==> src/rtl/memoredf_queue_pkg.sv <==
// Shared widths, types and elaboration helpers for the multi-queue BRAM FIFO.
package memoredf_queue_pkg;

    localparam int unsigned DEF_QUEUE_LENGTH = 32'd4;
    localparam int unsigned DEF_NB_QUEUES    = 32'd4;
    localparam int unsigned DEF_PTR_W        = $clog2(DEF_QUEUE_LENGTH);
    localparam int unsigned DEF_CNT_W        = DEF_PTR_W + 32'd1;
    localparam int unsigned DEF_ID_W         = (DEF_NB_QUEUES > 32'd1) ? $clog2(DEF_NB_QUEUES) : 32'd1;
    localparam int unsigned DEF_ADDR_W       = $clog2(DEF_NB_QUEUES * DEF_QUEUE_LENGTH);

    typedef logic [DEF_CNT_W-1:0] queue_count_t;

    function automatic int unsigned id_width(input int unsigned n);
        return (n > 32'd1) ? $clog2(n) : 32'd1;
    endfunction

    function automatic bit is_pow2(input int unsigned v);
        return (v != 32'd0) && ((v & (v - 32'd1)) == 32'd0);
    endfunction

endpackage

==> src/rtl/queue_ptr_ctrl.sv <==
// Head/tail/count bookkeeping and status flags for one queue region.
// Optional high-water mark register enabled by MULTI_QUEUE_HWM_EN.
module queue_ptr_ctrl
    import memoredf_queue_pkg::*;
#(
    parameter  int QUEUE_LENGTH  = DEF_QUEUE_LENGTH,
    parameter  int REGISTER_SIZE = 32,
    localparam int PW            = $clog2(QUEUE_LENGTH),
    localparam int CW            = PW + 1
) (
    input  logic                     clock,
    input  logic                     reset,
    input  logic                     i_push_en,
    input  logic                     i_pop_en,
    input  logic                     i_push_req,
    input  logic [REGISTER_SIZE-1:0] i_threshold,
    output logic [PW-1:0]            o_head,
    output logic [PW-1:0]            o_tail,
    output logic                     o_empty,
    output logic                     o_full,
    output logic                     o_last_elem,
    output logic                     o_kill,
    output logic                     o_overflow,
    output logic [CW-1:0]            o_hwm
);

    localparam logic [PW-1:0] PTR_ONE = PW'(1'b1);
    localparam logic [CW-1:0] CNT_ONE = CW'(1'b1);
    localparam logic [CW-1:0] CNT_QL  = CW'(QUEUE_LENGTH);

    logic [PW-1:0] r_head;
    logic [PW-1:0] r_tail;
    logic [CW-1:0] r_count;
    logic          r_overflow;
    logic [CW-1:0] w_count_nxt;

    // Next occupancy; a simultaneous push and pop leaves it unchanged.
    always_comb begin
        w_count_nxt = r_count;
        case ({i_push_en, i_pop_en})
            2'b10:   w_count_nxt = r_count + CNT_ONE;
            2'b01:   w_count_nxt = r_count - CNT_ONE;
            default: w_count_nxt = r_count;
        endcase
    end

    // Pointer, count and sticky overflow state.
    always_ff @(posedge clock) begin
        if (reset) begin
            r_head     <= {PW{1'b0}};
            r_tail     <= {PW{1'b0}};
            r_count    <= {CW{1'b0}};
            r_overflow <= 1'b0;
        end else begin
            if (i_push_en) r_tail <= r_tail + PTR_ONE;
            if (i_pop_en)  r_head <= r_head + PTR_ONE;
            r_count <= w_count_nxt;
            if (i_push_req && o_full) r_overflow <= 1'b1;
        end
    end

    assign o_head      = r_head;
    assign o_tail      = r_tail;
    assign o_empty     = (r_count == {CW{1'b0}});
    assign o_full      = (r_count == CNT_QL);
    assign o_last_elem = (r_count == CNT_ONE);
    assign o_overflow  = r_overflow;
    // A zero threshold disables the kill request for this queue.
    assign o_kill      = (i_threshold != {REGISTER_SIZE{1'b0}}) &&
                         (REGISTER_SIZE'(r_count) >= i_threshold);

`ifdef MULTI_QUEUE_HWM_EN
    logic [CW-1:0] r_hwm;

    // Track the highest occupancy seen since reset.
    always_ff @(posedge clock) begin
        if (reset) begin
            r_hwm <= {CW{1'b0}};
        end else if (r_count > r_hwm) begin
            r_hwm <= r_count;
        end
    end

    assign o_hwm = r_hwm;
`else
    assign o_hwm = {CW{1'b0}};
`endif

endmodule

==> src/rtl/multi_queue_bram.sv <==
// NB_QUEUES FIFOs sharing one simple-dual-port BRAM, each owning QUEUE_LENGTH words.
// Define MULTI_QUEUE_HWM_EN to enable the per-queue occupancy high-water marks.
module multi_queue_bram
    import memoredf_queue_pkg::*;
#(
    parameter  int DATA_SIZE     = 8,
    parameter  int QUEUE_LENGTH  = 4,
    parameter  int NB_QUEUES     = 4,
    parameter  int REGISTER_SIZE = 32,
    localparam int PW            = $clog2(QUEUE_LENGTH),
    localparam int CW            = PW + 1,
    localparam int IW            = id_width(NB_QUEUES),
    localparam int AW            = $clog2(NB_QUEUES * QUEUE_LENGTH)
) (
    input  logic                               clock,
    input  logic                               reset,
    input  logic [NB_QUEUES*REGISTER_SIZE-1:0] higher_threshold,
    input  logic                               push_valid,
    input  logic [IW-1:0]                      push_id,
    input  logic [DATA_SIZE-1:0]               valueIn,
    input  logic                               pop_valid,
    input  logic [IW-1:0]                      pop_id,
    output logic [DATA_SIZE-1:0]               valueOut,
    output logic                               valueOutValid,
    output logic [NB_QUEUES-1:0]               empty,
    output logic [NB_QUEUES-1:0]               full,
    output logic [NB_QUEUES-1:0]               lastElem,
    output logic [NB_QUEUES-1:0]               kill_the_core,
    output logic [NB_QUEUES-1:0]               overflow,
    output logic [NB_QUEUES*CW-1:0]            occupancy_hwm,
    output logic                               bram_clka,
    output logic [DATA_SIZE-1:0]               bram_dina,
    output logic [AW-1:0]                      bram_addra,
    output logic                               bram_wea,
    output logic                               bram_ena,
    output logic                               bram_clkb,
    output logic                               bram_rstb,
    output logic [DATA_SIZE-1:0]               bram_dinb,
    output logic [AW-1:0]                      bram_addrb,
    output logic                               bram_enb,
    input  logic [DATA_SIZE-1:0]               bram_doutb
);

    if (!is_pow2(QUEUE_LENGTH) || (QUEUE_LENGTH < 2)) begin : g_bad_qlen
        $error("QUEUE_LENGTH must be a power of two and at least 2");
    end
    if (NB_QUEUES < 1) begin : g_bad_nbq
        $error("NB_QUEUES must be at least 1");
    end

    logic [PW-1:0]        w_head [NB_QUEUES];
    logic [PW-1:0]        w_tail [NB_QUEUES];
    logic [NB_QUEUES-1:0] w_push_sel;
    logic [NB_QUEUES-1:0] w_pop_sel;
    logic [NB_QUEUES-1:0] w_push_en;
    logic [NB_QUEUES-1:0] w_pop_en;
    logic [NB_QUEUES-1:0] w_push_req;
    logic [PW-1:0]        w_tail_sel;
    logic [PW-1:0]        w_head_sel;
    logic                 w_full_sel;
    logic                 w_empty_sel;
    logic                 w_push_acc;
    logic                 w_pop_acc;
    logic [IW+PW-1:0]     w_addra_full;
    logic [IW+PW-1:0]     w_addrb_full;
    logic                 r_value_out_valid;

    // Select the addressed queue's pointer and flag; ids with no queue select nothing.
    always_comb begin
        w_tail_sel  = {PW{1'b0}};
        w_head_sel  = {PW{1'b0}};
        w_full_sel  = 1'b0;
        w_empty_sel = 1'b0;
        for (int q = 0; q < NB_QUEUES; q++) begin
            w_tail_sel  = w_tail_sel | (w_push_sel[q] ? w_tail[q] : {PW{1'b0}});
            w_head_sel  = w_head_sel | (w_pop_sel[q]  ? w_head[q] : {PW{1'b0}});
            w_full_sel  = w_full_sel  | (w_push_sel[q] & full[q]);
            w_empty_sel = w_empty_sel | (w_pop_sel[q]  & empty[q]);
        end
    end

    assign w_push_acc = push_valid & (|w_push_sel) & ~w_full_sel;
    assign w_pop_acc  = pop_valid  & (|w_pop_sel)  & ~w_empty_sel;

    for (genvar q = 0; q < NB_QUEUES; q++) begin : g_queue
        assign w_push_sel[q] = (push_id == IW'(q));
        assign w_pop_sel[q]  = (pop_id  == IW'(q));
        assign w_push_en[q]  = w_push_acc & w_push_sel[q];
        assign w_pop_en[q]   = w_pop_acc  & w_pop_sel[q];
        assign w_push_req[q] = push_valid & w_push_sel[q];

        queue_ptr_ctrl #(
            .QUEUE_LENGTH  (QUEUE_LENGTH),
            .REGISTER_SIZE (REGISTER_SIZE)
        ) u_ctrl (
            .clock       (clock),
            .reset       (reset),
            .i_push_en   (w_push_en[q]),
            .i_pop_en    (w_pop_en[q]),
            .i_push_req  (w_push_req[q]),
            .i_threshold (higher_threshold[q*REGISTER_SIZE +: REGISTER_SIZE]),
            .o_head      (w_head[q]),
            .o_tail      (w_tail[q]),
            .o_empty     (empty[q]),
            .o_full      (full[q]),
            .o_last_elem (lastElem[q]),
            .o_kill      (kill_the_core[q]),
            .o_overflow  (overflow[q]),
            .o_hwm       (occupancy_hwm[q*CW +: CW])
        );
    end

    // Read data follows the accepted pop by exactly one BRAM cycle.
    always_ff @(posedge clock) begin
        if (reset) begin
            r_value_out_valid <= 1'b0;
        end else begin
            r_value_out_valid <= w_pop_acc;
        end
    end

    assign w_addra_full  = {push_id, w_tail_sel};
    assign w_addrb_full  = {pop_id, w_head_sel};

    assign bram_clka     = clock;
    assign bram_ena      = 1'b1;
    assign bram_wea      = w_push_acc;
    assign bram_addra    = w_addra_full[AW-1:0];
    assign bram_dina     = valueIn;

    assign bram_clkb     = clock;
    assign bram_rstb     = reset;
    assign bram_enb      = 1'b1;
    assign bram_dinb     = {DATA_SIZE{1'b0}};
    assign bram_addrb    = w_addrb_full[AW-1:0];

    assign valueOut      = bram_doutb;
    assign valueOutValid = r_value_out_valid;

endmodule

==> config.mk <==
export PLATFORM = sky130hd
export DESIGN_NAME = multi_queue_bram
export DESIGN_NICKNAME = d
export VERILOG_FILES = /design/src/rtl/memoredf_queue_pkg.sv /design/src/rtl/queue_ptr_ctrl.sv /design/src/rtl/multi_queue_bram.sv
export SDC_FILE = /design/constraint.sdc
export NUM_CORES = 1
export LEC_CHECK = 0
export ABC_AREA = 1
export CAP_MARGIN = 0
export CORE_ASPECT_RATIO = 0.7
export CORE_UTILIZATION = 30
export CTS_CLUSTER_SIZE = 10
export DETAILED_ROUTE_END_ITERATION = 10
export HOLD_SLACK_MARGIN = 0.08
export PLACE_DENSITY_LB_ADDON = 0.15
export SYNTH_ARGS = -nofsm -noshare
export SYNTH_HDL_FRONTEND = slang
export SYNTH_HIERARCHICAL = 1
export SYNTH_SLANG_ARGS = --single-unit
==> constraint.sdc <==
create_clock -name clock -period 2.4 [get_ports clock]
set_input_delay 0.48 -clock clock [delete_from_list [all_inputs] [get_ports clock]]
set_output_delay 0.48 -clock clock [all_outputs]
set_load 0.05 [all_outputs]
==> metrics.cfg, run 1 <==
[run_status]
status=finished clean

[timing]
setup_viol=0
hold_viol=0
finalClockSkew_ns=0.00284
finalSetupTns_ns=0
rsz0062_at_grt=false
drv_slew=0
slew_headroom_pct=66.7
worst_pin_slew_ns=0.498

[floorplan]
initial_core_util_pct=31.8
die_y_um=87.9
fp-row-count=30
die-area_um2=11000
core_um2=9950
die_w_um=125
io_pins=223

[detailed_routing]
routedWlPerCell_um=10.5
vias=3265
drc=0
viasPerCell=4.17
ant_nets=0
drt_pass1_iterations=4
totalWireLength_mm=8.19
drt_iter0_drc=135

[synth]
synth-adder-area-share_pct=12.7
yosys.cell_types.count=26
synth_top_family_by_area=simple AND/OR/NAND/NOR gates
yosys_warnings=6
netlist_area_um2=3160
synth_edf_count=0
yosysSeqAreaShare_pct=20.9
synth_simple_gate_area_share_pct=36.9
syn-instance-count=487
ys_top_cells_by_count=nor2_1 (98), nand2_1 (89), inv_1 (64)
syn_avg_cell_area_um2=6.49
synthFlopType=dfxtp_1
synth.most_common_cell=nor2_1
synth_top_area_cell=dfxtp_1
synthTopCellsByArea=dfxtp_1 (21%), ha_1 (13%), nor2_1 (12%)
synth_mux_area_share_pct=0
synth_compound_area_share_pct=4.75
synth-async-reset-ratio_pct=0
synth-xor-area-share_pct=3.32
synth-seq-cells=33
synth_top_area_share_pct=20.9

[critical_path]
r2r_slack_ns=0.22
endpoint_kind=primary output
r2r_cells=15
cp_cell_sequence=clkbuf_16, clkbuf_16, dlygate4sd2_1
worst_ep_required_time_ns=1.92
worstSetupPathType=clock port to primary output
crit_path_start_kind=clock port
max_stage_delay_ns=0.41
cp_common_cell=clkbuf_16
rr_endpoint=g_queue[0].u_ctrl/r_count[2]$_SDFFE_PP0P_
crit_fanout=2
r2r_start=g_queue[1].u_ctrl/r_count[0]$_SDFFE_PP0P_
critPathSlowestCell=dlygate4sd2_1
arrival_ns=1.86

[layout]
syn_to_final_growth_pct=66.4
drive_above_1_share_pct=17.6
finalNetCount=838
stdcell_count=783
antenna_cells=0
finalInstanceArea_um2=5260
nFillCells=947

[pwr]
total_power_uw=2490
ir_worst_vdd_v=0.000255
powerDensity_nw_per_um2=473
leakage_uw=0.00240

[global_route]
grt_pass1_vias=3228
track_usage_pct=15.4
antenna_found_initial=0
grt_pass1_wl_mm=13.7
grt_max_degree=34
grt_overflow_total=0

[clocking]
clk_pin_slew_ns=0.05
cts_tree=done
clock_latency_ns=0.39

[place]
hpwl_mm=6.97
gp_congestion=0.845
dp.cells=771
port_buffers=168
placed_area_um2=5000

[min_path]
hold_path_end=g_queue[3].u_ctrl/o_overflow$_SDFFE_PP0P_
min_path_cells=2
holdCritPathClass=flop to flop
min_from=g_queue[3].u_ctrl/o_overflow$_SDFFE_PP0P_

[job]
maxCapViolations=0

-- power breakdown --
group	internal [uW]	switching (uW)
clock	695	424
sequential	574	20.4
combinational	372	402
-- cell usage in the layout, fill, tap and decap left out --
master and instances:
clkbuf_1 1, inv_4 1, clkinv_2 2, a21oi_1 16, nor3b_1 8, nand2_2 3
nand3_2 6, inv_1 63, xor2_1 12, nand3_1 13, nor2_4 5, buf_4 31
nand2_1 89, dfxtp_1 25, nor3_1 4, clkbuf_16 9, conb_1 22, o21ai_0 5
dfxtp_2 8, o211ai_1 4, nor3_2 5, buf_12 15, ha_1 32, nand4_1 4
o21ai_1 3, dlygate4sd2_1 5, nand2_4 1, nor2_2 15, inv_2 10, clkdlybuf4s50_1 140
nor2_1 94, nor3b_2 4
-- worst max-delay path, delay by kind of cell --
family / cells / cell delay [ns]
buffers and inverters: 3 / 0.66
-- worst max path at each step --
stage	start	end	slack (ns)
after global routing	g_queue[3].u_ctrl/r_count[1]$_SDFFE_PP0P_	bram_wea	0.008
after global placement	push_id[0]	g_queue[1].u_ctrl/r_count[2]$_SDFFE_PP0P_	-0.08
after floorplan	g_queue[3].u_ctrl/r_count[0]$_SDFFE_PP0P_	g_queue[0].u_ctrl/r_count[2]$_SDFFE_PP0P_	0.18
after CTS	g_queue[3].u_ctrl/r_count[0]$_SDFFE_PP0P_	bram_wea	0.008
final	clock	bram_clkb	0.06
after detailed placement	push_id[0]	g_queue[1].u_ctrl/r_count[2]$_SDFFE_PP0P_	-0.13
-- cell type report --
| cell class | instances | area (um^2) | share of cell area (%) |
|---|---|---|---|
| Clock buffer | 12 | 246 | 4.68 |
| Clock inverter | 2 | 10.0 | 0.190 |
| Inverter | 74 | 280 | 5.32 |
| Multi-Input combinational cell | 345 | 1940 | 36.8 |
| Sequential cell | 33 | 671 | 12.7 |
| Tap cell | 128 | 160 | 3.04 |
| Timing Repair Buffer | 189 | 1960 | 37.2 |
-- logic make-up (layout without fill, tap and decap cells) --
group | Yosys count | after routing
AOI/OAI and AO/OA | 28 | 28
and+or+nand+nor | 251 | 251
other | 6 | 22
buffers and inverters | 125 | 277
xor gates and xnor gates | 12 | 12
DFF | 33 | 33
adders and majority gates | 32 | 32
-- metal layers --
layer  GRT usage (%)  part of all wire (%)  routed length [um]  vias up
li1                -                     -                   -     1747
met1            18.3                    45                3720     1385
met2            25.7                    44                3640      116
met3            4.95                   8.4                 692       17
met4            6.90                   1.7                 140        0
met5               0                     0                   0        -
-- repair_timing --
item | CTS | global route
endpoints found under the setup margin | 5 | 8
setup buffers | 0 | 0
hold buffers | 0 | 0
gates resized for setup | 5 | 16
cloned | 0 | 0
-- sequential cells by signal (all words and copies together) (netlist names) --
signal and cells:
g_queue.u_ctrl/o_head 8, g_queue.u_ctrl/o_tail 8, valueOutValid 1, g_queue.u_ctrl/r_count 12
g_queue.u_ctrl/o_overflow 4
-- metrics by stage --
stage	utilization [%]	worst slack (ns)	hold WS, ns
2_1_floorplan	-	0.180	0.470
3_3_place_gp	50.3	-0.0825	0.441
3_5_place_dp	50.3	-0.134	0.445
4_1_cts	52.6	0.00833	0.456
5_1_grt	52.9	0.00832	0.475
6_report	52.9	0.0567	0.452
No activity file was read; power rests on OpenSTA's default activity.
==> run 2, diff against run 1 <==
Clock period 2.4 ns to 2.85 ns, I/O delays scaled along.
==> run 2 against run 1 <==
Against the previous run:
- register-to-register slack improved by 0.39 ns
- cell count decreased by 2.7%
- critical path depth increased by 2
- sequential share of layout area increased by 0.33 points
- die area unchanged
- clock skew increased by 0.0020 ns
- flip-flop and latch count unchanged
- sequential power decreased by 16%
- via count decreased by 2.4%
- hold slack got worse by 0.0020 ns
- largest power group unchanged
==> metrics.cfg, run 2 (same netlist as run 1, synthesis figures left out) <==
[timing]
period_minus_slack_ns=2.74
drv_slew=0  ; unchanged
setup_viol=0  ; unchanged
rsz0062_at_grt=false
worst_pin_slew_ns=0.546  ; +0.0478 ns
fmax_mhz=365
finalCritPeriodShare_pct=96.3
slew_headroom_pct=63.5  ; -3.2 points
hold_viol=0  ; unchanged
finalSetupTns_ns=0  ; unchanged
hold_ws_ns=0.450  ; -0.00199 ns
finalClockSkew_ns=0.00487  ; +0.00204 ns

[critical_path]
cp_cell_sequence=inv_1, ha_1, inv_1, nor2_1, clkdlybuf4s50_1
arrival_ns=2.17  ; +0.31 ns
crit_path_start_kind=flop
max_stage_delay_ns=0.87  ; +0.46 ns
r2r_cells=15  ; unchanged
worstSetupPathType=flop to primary output
critPathSlowestCell=clkdlybuf4s50_1
crit_fanout=4  ; +2
worst_ep_required_time_ns=2.28  ; +0.36 ns
setup.worst_path.start=g_queue[1].u_ctrl/r_count[0]$_SDFFE_PP0P_
endpoint_kind=primary output
cp_common_cell=inv_1
r2r_start=g_queue[0].u_ctrl/r_count[0]$_SDFFE_PP0P_

[detailed_routing]
drt_pass1_iterations=5  ; +1
totalWireLength_mm=8.40  ; +2.6%
vias=3186  ; -2.4%
drc=0  ; unchanged
viasPerCell=4.18  ; +0.27%
drt_iter0_drc=101  ; -25%
routedWlPerCell_um=11.0  ; +5.4%
ant_nets=0  ; unchanged

[layout]
drive_above_1_share_pct=11.4  ; -6.2 points
finalNetCount=817  ; -2.5%
layout_common_cells=clkdlybuf4s50_1 (150), nor2_1 (98), nand2_1 (89)
largest_reg_flops=12  ; unchanged
mostFrequentLayoutCell=clkdlybuf4s50_1
top_register=g_queue.u_ctrl/r_count
antenna_cells=0  ; unchanged
stdcell_count=762  ; -2.7%
syn_to_final_growth_pct=59.8

[pwr]
total_power_uw=2070  ; -17%
powerDensity_nw_per_um2=409  ; -14%
leakage_uw=0.00225  ; -6.1%
ir_worst_vdd_v=0.000276  ; +8.0%

[floorplan]
die-area_um2=11000  ; unchanged
die_w_um=125  ; unchanged
fp-row-count=30  ; unchanged
io_pins=223  ; unchanged
die_y_um=87.9  ; unchanged
initial_core_util_pct=31.8  ; unchanged
core_um2=9950  ; unchanged

[clocking]
cts_tree=done
clk_pin_slew_ns=0.05  ; about the same
cts_setup_buffers=0  ; unchanged
clock_latency_ns=0.40  ; about the same
cts_hold_buf=0  ; unchanged

[global_route]
antenna_found_initial=0  ; unchanged
grt_pass1_wl_mm=13.9  ; +1.9%
track_usage_pct=16.0  ; +0.59 points
grt_overflow_total=0  ; unchanged
grt_pass1_vias=3100  ; -4.0%
grt_max_degree=34  ; unchanged

[min_path]
min_path_cells=2  ; unchanged
min_from=g_queue[2].u_ctrl/o_overflow$_SDFFE_PP0P_
holdCritPathClass=flop to flop

[place]
gp_congestion=0.818  ; -3.2%
dp.cells=750  ; -2.7%
port_buffers=168  ; unchanged
hpwl_mm=7.05  ; +1.3%

[job]
maxCapViolations=0  ; unchanged

[run_status]
status=finished clean

## run 2: cell count changes in the layout (fill, tap and decap cells not counted), sizes merged
cell	previous run	this run
clkdlybuf4s50	140	150
buf	46	16
dlymetal6s2s	0	1
dlygate4sd2	5	3
## run 2: worst paths after layout
check	to	slack [ns]
hold reg to reg	g_queue[2].u_ctrl/o_overflow$_SDFFE_PP0P_	0.45
setup reg to reg	g_queue[3].u_ctrl/r_count[2]$_SDFFE_PP0P_	0.61
hold / removal	g_queue[2].u_ctrl/o_overflow$_SDFFE_PP0P_	0.45
setup / recovery	empty[1]	0.11
## run 2: power breakdown
part	internal (uW)	leakage (uW)	switching [uW]
clock network	586	0.000130	362
registers	481	0.000268	17.5
logic	288	0.00185	332
total	1360	0.00225	711
## run 2: metal layers
metal	vias to the layer above	global-route usage, %	share of wire [%]
met4	0	7.45	1.8
met3	15	5.44	8.0
li1	1714	-	-
met5	-	0	0
met2	123	24.8	42
met1	1334	20.1	49
## run 2: area by class of cell
type                    instances  area [um^2]
fillers                       969         4890
clock buffers                  12          246
clock inverters                 2         10.0
multi-input cells             345         1910
inverters                      74          280
well taps                     128          160
flip-flops and latches         33          661
repair buffers                168         1790
## run 2: repair_timing
item | CTS | global route
pin swaps | 0 | 0
gates resized for setup | 3 | 1
endpoints found under the setup margin | 3 | 1
## run 2: critical path, delay by kind of cell, from the launching register on
family / cells / cell delay [ns]
flops: 1 / 0.33
fa+ha+maj: 1 / 0.18
simple gates: 1 / 0.22
buf+inv: 3 / 1.04
## run 2: stage by stage
stage                     worst slack (ns)  cell area (um^2)  util (%)
after floorplan                      0.357              3220         -
final                                0.107              5060      50.8
after CTS                           0.0234              5050      50.8
after detailed placement             0.117              4820      48.4
after global placement               0.183              4820      48.4
after global routing                0.0368              5060      50.8
==> run 3, diff against run 2 <==
Settings changed: DONT_BUFFER_PORTS set to 1.
==> run 3 against run 2 <==
Against the previous run:
- count of clock-buffer cells in the layout down 6
- flip-flop and latch count is the same
- wire length decreased by 20%
- non-clock buffer count fell by 153
- via count shrank 17%
- die area unchanged
- setup slack gained 0.19 ns
- hold slack got worse by 0.095 ns
- core utilization decreased by 18 points
- final area is 36% lower
- power down 33%
- sequential share of layout area increased by 7.2 points
- critical endpoint is now bram_wea
==> metrics.cfg, run 3 (same netlist as run 1, synthesis figures left out) <==
[run_status]
status=finished clean

[layout]
finalInstanceArea_um2=3260  ; -36%
regArea_um2=661  ; unchanged
mostFrequentLayoutCell=nor2_1
antenna_cells=0  ; unchanged
finalNetCount=658  ; -19%
multi_input_area_um2=1910  ; unchanged
stdcell_count=603  ; -21%
layout_common_cells=nor2_1 (98), nand2_1 (89), inv_1 (64)
drive_above_1_share_pct=14.1  ; +2.7 points
syn_to_final_growth_pct=3.01
top_register=g_queue.u_ctrl/r_count
largest_reg_flops=12  ; unchanged
nFillCells=1078  ; +11%

[floorplan]
initial_core_util_pct=31.8  ; unchanged
die-area_um2=11000  ; unchanged
die_w_um=125  ; unchanged
core_um2=9950  ; unchanged
die_y_um=87.9  ; unchanged
fp-row-count=30  ; unchanged
io_pins=223  ; unchanged

[clocking]
cts_buffer_depth=2
post_cts_resized=0  ; -3
cts_sinks=33
cts_tree=done
clock_latency_ns=0.28  ; -0.12 ns
htreeDepth=2
cts_setup_buffers=0  ; unchanged
clk_pin_slew_ns=0.05  ; about the same
cts_hold_buf=0  ; unchanged
clock-root-buffer=clkbuf_16
cts-buffers-inserted=5

[detailed_routing]
ant_nets=0  ; unchanged
vias=2634  ; -17%
drt_pass1_iterations=5  ; unchanged
drt_iter0_drc=100  ; -0.99%
drc=0  ; unchanged
routedWlPerCell_um=11.2  ; +1.4%
totalWireLength_mm=6.74  ; -20%
viasPerCell=4.37  ; +4.5%

[critical_path]
r2r_start=g_queue[3].u_ctrl/r_count[0]$_SDFFE_PP0P_
setup.worst_path.start=g_queue[3].u_ctrl/r_count[0]$_SDFFE_PP0P_
worstSetupPathType=flop to primary output
rr_endpoint=g_queue[3].u_ctrl/r_count[2]$_SDFFE_PP0P_
r2r_cells=15  ; unchanged
r2r_slack_ns=0.42  ; -0.19 ns
endpoint_kind=primary output
crit_fanout=5  ; +1
crit_end=bram_wea
worst_ep_required_time_ns=2.28  ; about the same
arrival_ns=1.99  ; -0.18 ns
crit_path_start_kind=flop

[timing]
slew_headroom_pct=54.0  ; -9.5 points
setup_viol=0  ; unchanged
finalCritPeriodShare_pct=89.7  ; -6.5 points
fmax_mhz=391  ; +7.3%
drv_slew=0  ; unchanged
finalClockSkew_ns=0.00393  ; -0.000940 ns
finalSetupTns_ns=0  ; unchanged
worst_pin_slew_ns=0.688  ; +0.142 ns
hold_ws_ns=0.355  ; -0.0952 ns
rsz0062_at_grt=false
hold_viol=0  ; unchanged
period_minus_slack_ns=2.56  ; -0.186 ns

[min_path]
holdCritPathClass=input pin to flop
min_path_cells=1  ; -1

[pwr]
p_sw_uw=488  ; -31%
internal_power_uw=905  ; -33%
powerDensity_nw_per_um2=428  ; +4.6%
p_sw_share_pct=35.0  ; +0.61 points
power.share.clock_pct=37.6  ; -8.2 points
pwr-share-comb_pct=26.4  ; -3.6 points
ir_worst_vdd_v=0.000198  ; -28%
leakage_uw=0.00155  ; -31%
seqPwrFrac_pct=36.0  ; +12 points

[place]
gp_congestion=0.789  ; -3.5%
dp.cells=595  ; -21%
hpwl_mm=5.63  ; -20%
port_buffers=0  ; -100%
placed_area_um2=3120  ; -35%

[global_route]
grt_pass1_wl_mm=11.0  ; -21%
track_usage_pct=12.7  ; -3.2 points
grt_max_degree=35  ; +2.9%
antenna_found_initial=0  ; unchanged
grt_overflow_total=0  ; unchanged
grt_pass1_vias=2363  ; -24%

[job]
maxCapViolations=0  ; unchanged

run 3: changes by cell type in the layout (fill, tap and decap cells not counted):
| cell | before | now |
|---|---|---|
| dlymetal6s2s_1 | 1 | 0 |
| clkdlybuf4s50_1 | 150 | 0 |
| buf_4 | 4 | 15 |
| buf_12 | 12 | 0 |
| clkbuf_16 | 9 | 5 |
| dlygate4sd2_1 | 3 | 0 |
run 3: cell type report:
type / instances / area share [%]
repair buffers: 15 / 3.46
clock inverters: 2 / 0.307
flip-flops and latches: 33 / 20.3
well taps: 128 / 4.92
inverters: 74 / 8.60
multi-input cells: 345 / 58.5
clock buffers: 6 / 3.96
run 3: worst max-delay path, cell delays in order (launching register included):
cell     delay, ns
dfxtp_1       0.34
inv_1         0.13
ha_1          0.18
nand2_1       0.05
inv_1         0.38
nand3_1       0.13
nand2_1       0.10
inv_2         0.05
nand2_4       0.11
nor2_2        0.04
buf_4         0.18
run 3: how the worst min path moves through the flow:
stage | start | end | slack [ns]
2_1_floorplan | g_queue[0].u_ctrl/r_count[0]$_SDFFE_PP0P_ | g_queue[0].u_ctrl/r_count[0]$_SDFFE_PP0P_ | 0.47
5_1_grt | reset | g_queue[0].u_ctrl/r_count[2]$_SDFFE_PP0P_ | 0.34
4_1_cts | reset | g_queue[0].u_ctrl/r_count[2]$_SDFFE_PP0P_ | 0.35
3_3_place_gp | g_queue[2].u_ctrl/r_count[0]$_SDFFE_PP0P_ | g_queue[2].u_ctrl/r_count[0]$_SDFFE_PP0P_ | 0.48
3_5_place_dp | g_queue[3].u_ctrl/r_count[0]$_SDFFE_PP0P_ | g_queue[3].u_ctrl/r_count[0]$_SDFFE_PP0P_ | 0.49
6_report | reset | g_queue[0].u_ctrl/o_overflow$_SDFFE_PP0P_ | 0.35
run 3: stage by stage:
stage	setup WS [ns]	util (%)	total power, uW
floorplan	0.357	-	1080
global placement	0.471	31.4	878
detailed placement	0.425	31.4	881
CTS	0.257	32.8	1420
global route	0.123	32.8	1490
finish	0.293	32.8	1390
run 3: power groups by stage:
| stage | sequential [uW] | combinational (uW) | clock [uW] |
|---|---|---|---|
| after floorplan | 507 | 417 | 151 |
| after global placement | 511 | 367 | 0 |
| after detailed placement | 512 | 369 | 0 |
| after CTS | 501 | 371 | 543 |
| after global routing | 505 | 412 | 569 |
| final | 501 | 368 | 523 |
run 3: per-layer routing:
metal	GRT usage [%]	routed length, um
met4	6.24	139
met2	19.0	2750
met3	4.46	589
met5	0	0
met1	16.4	3270
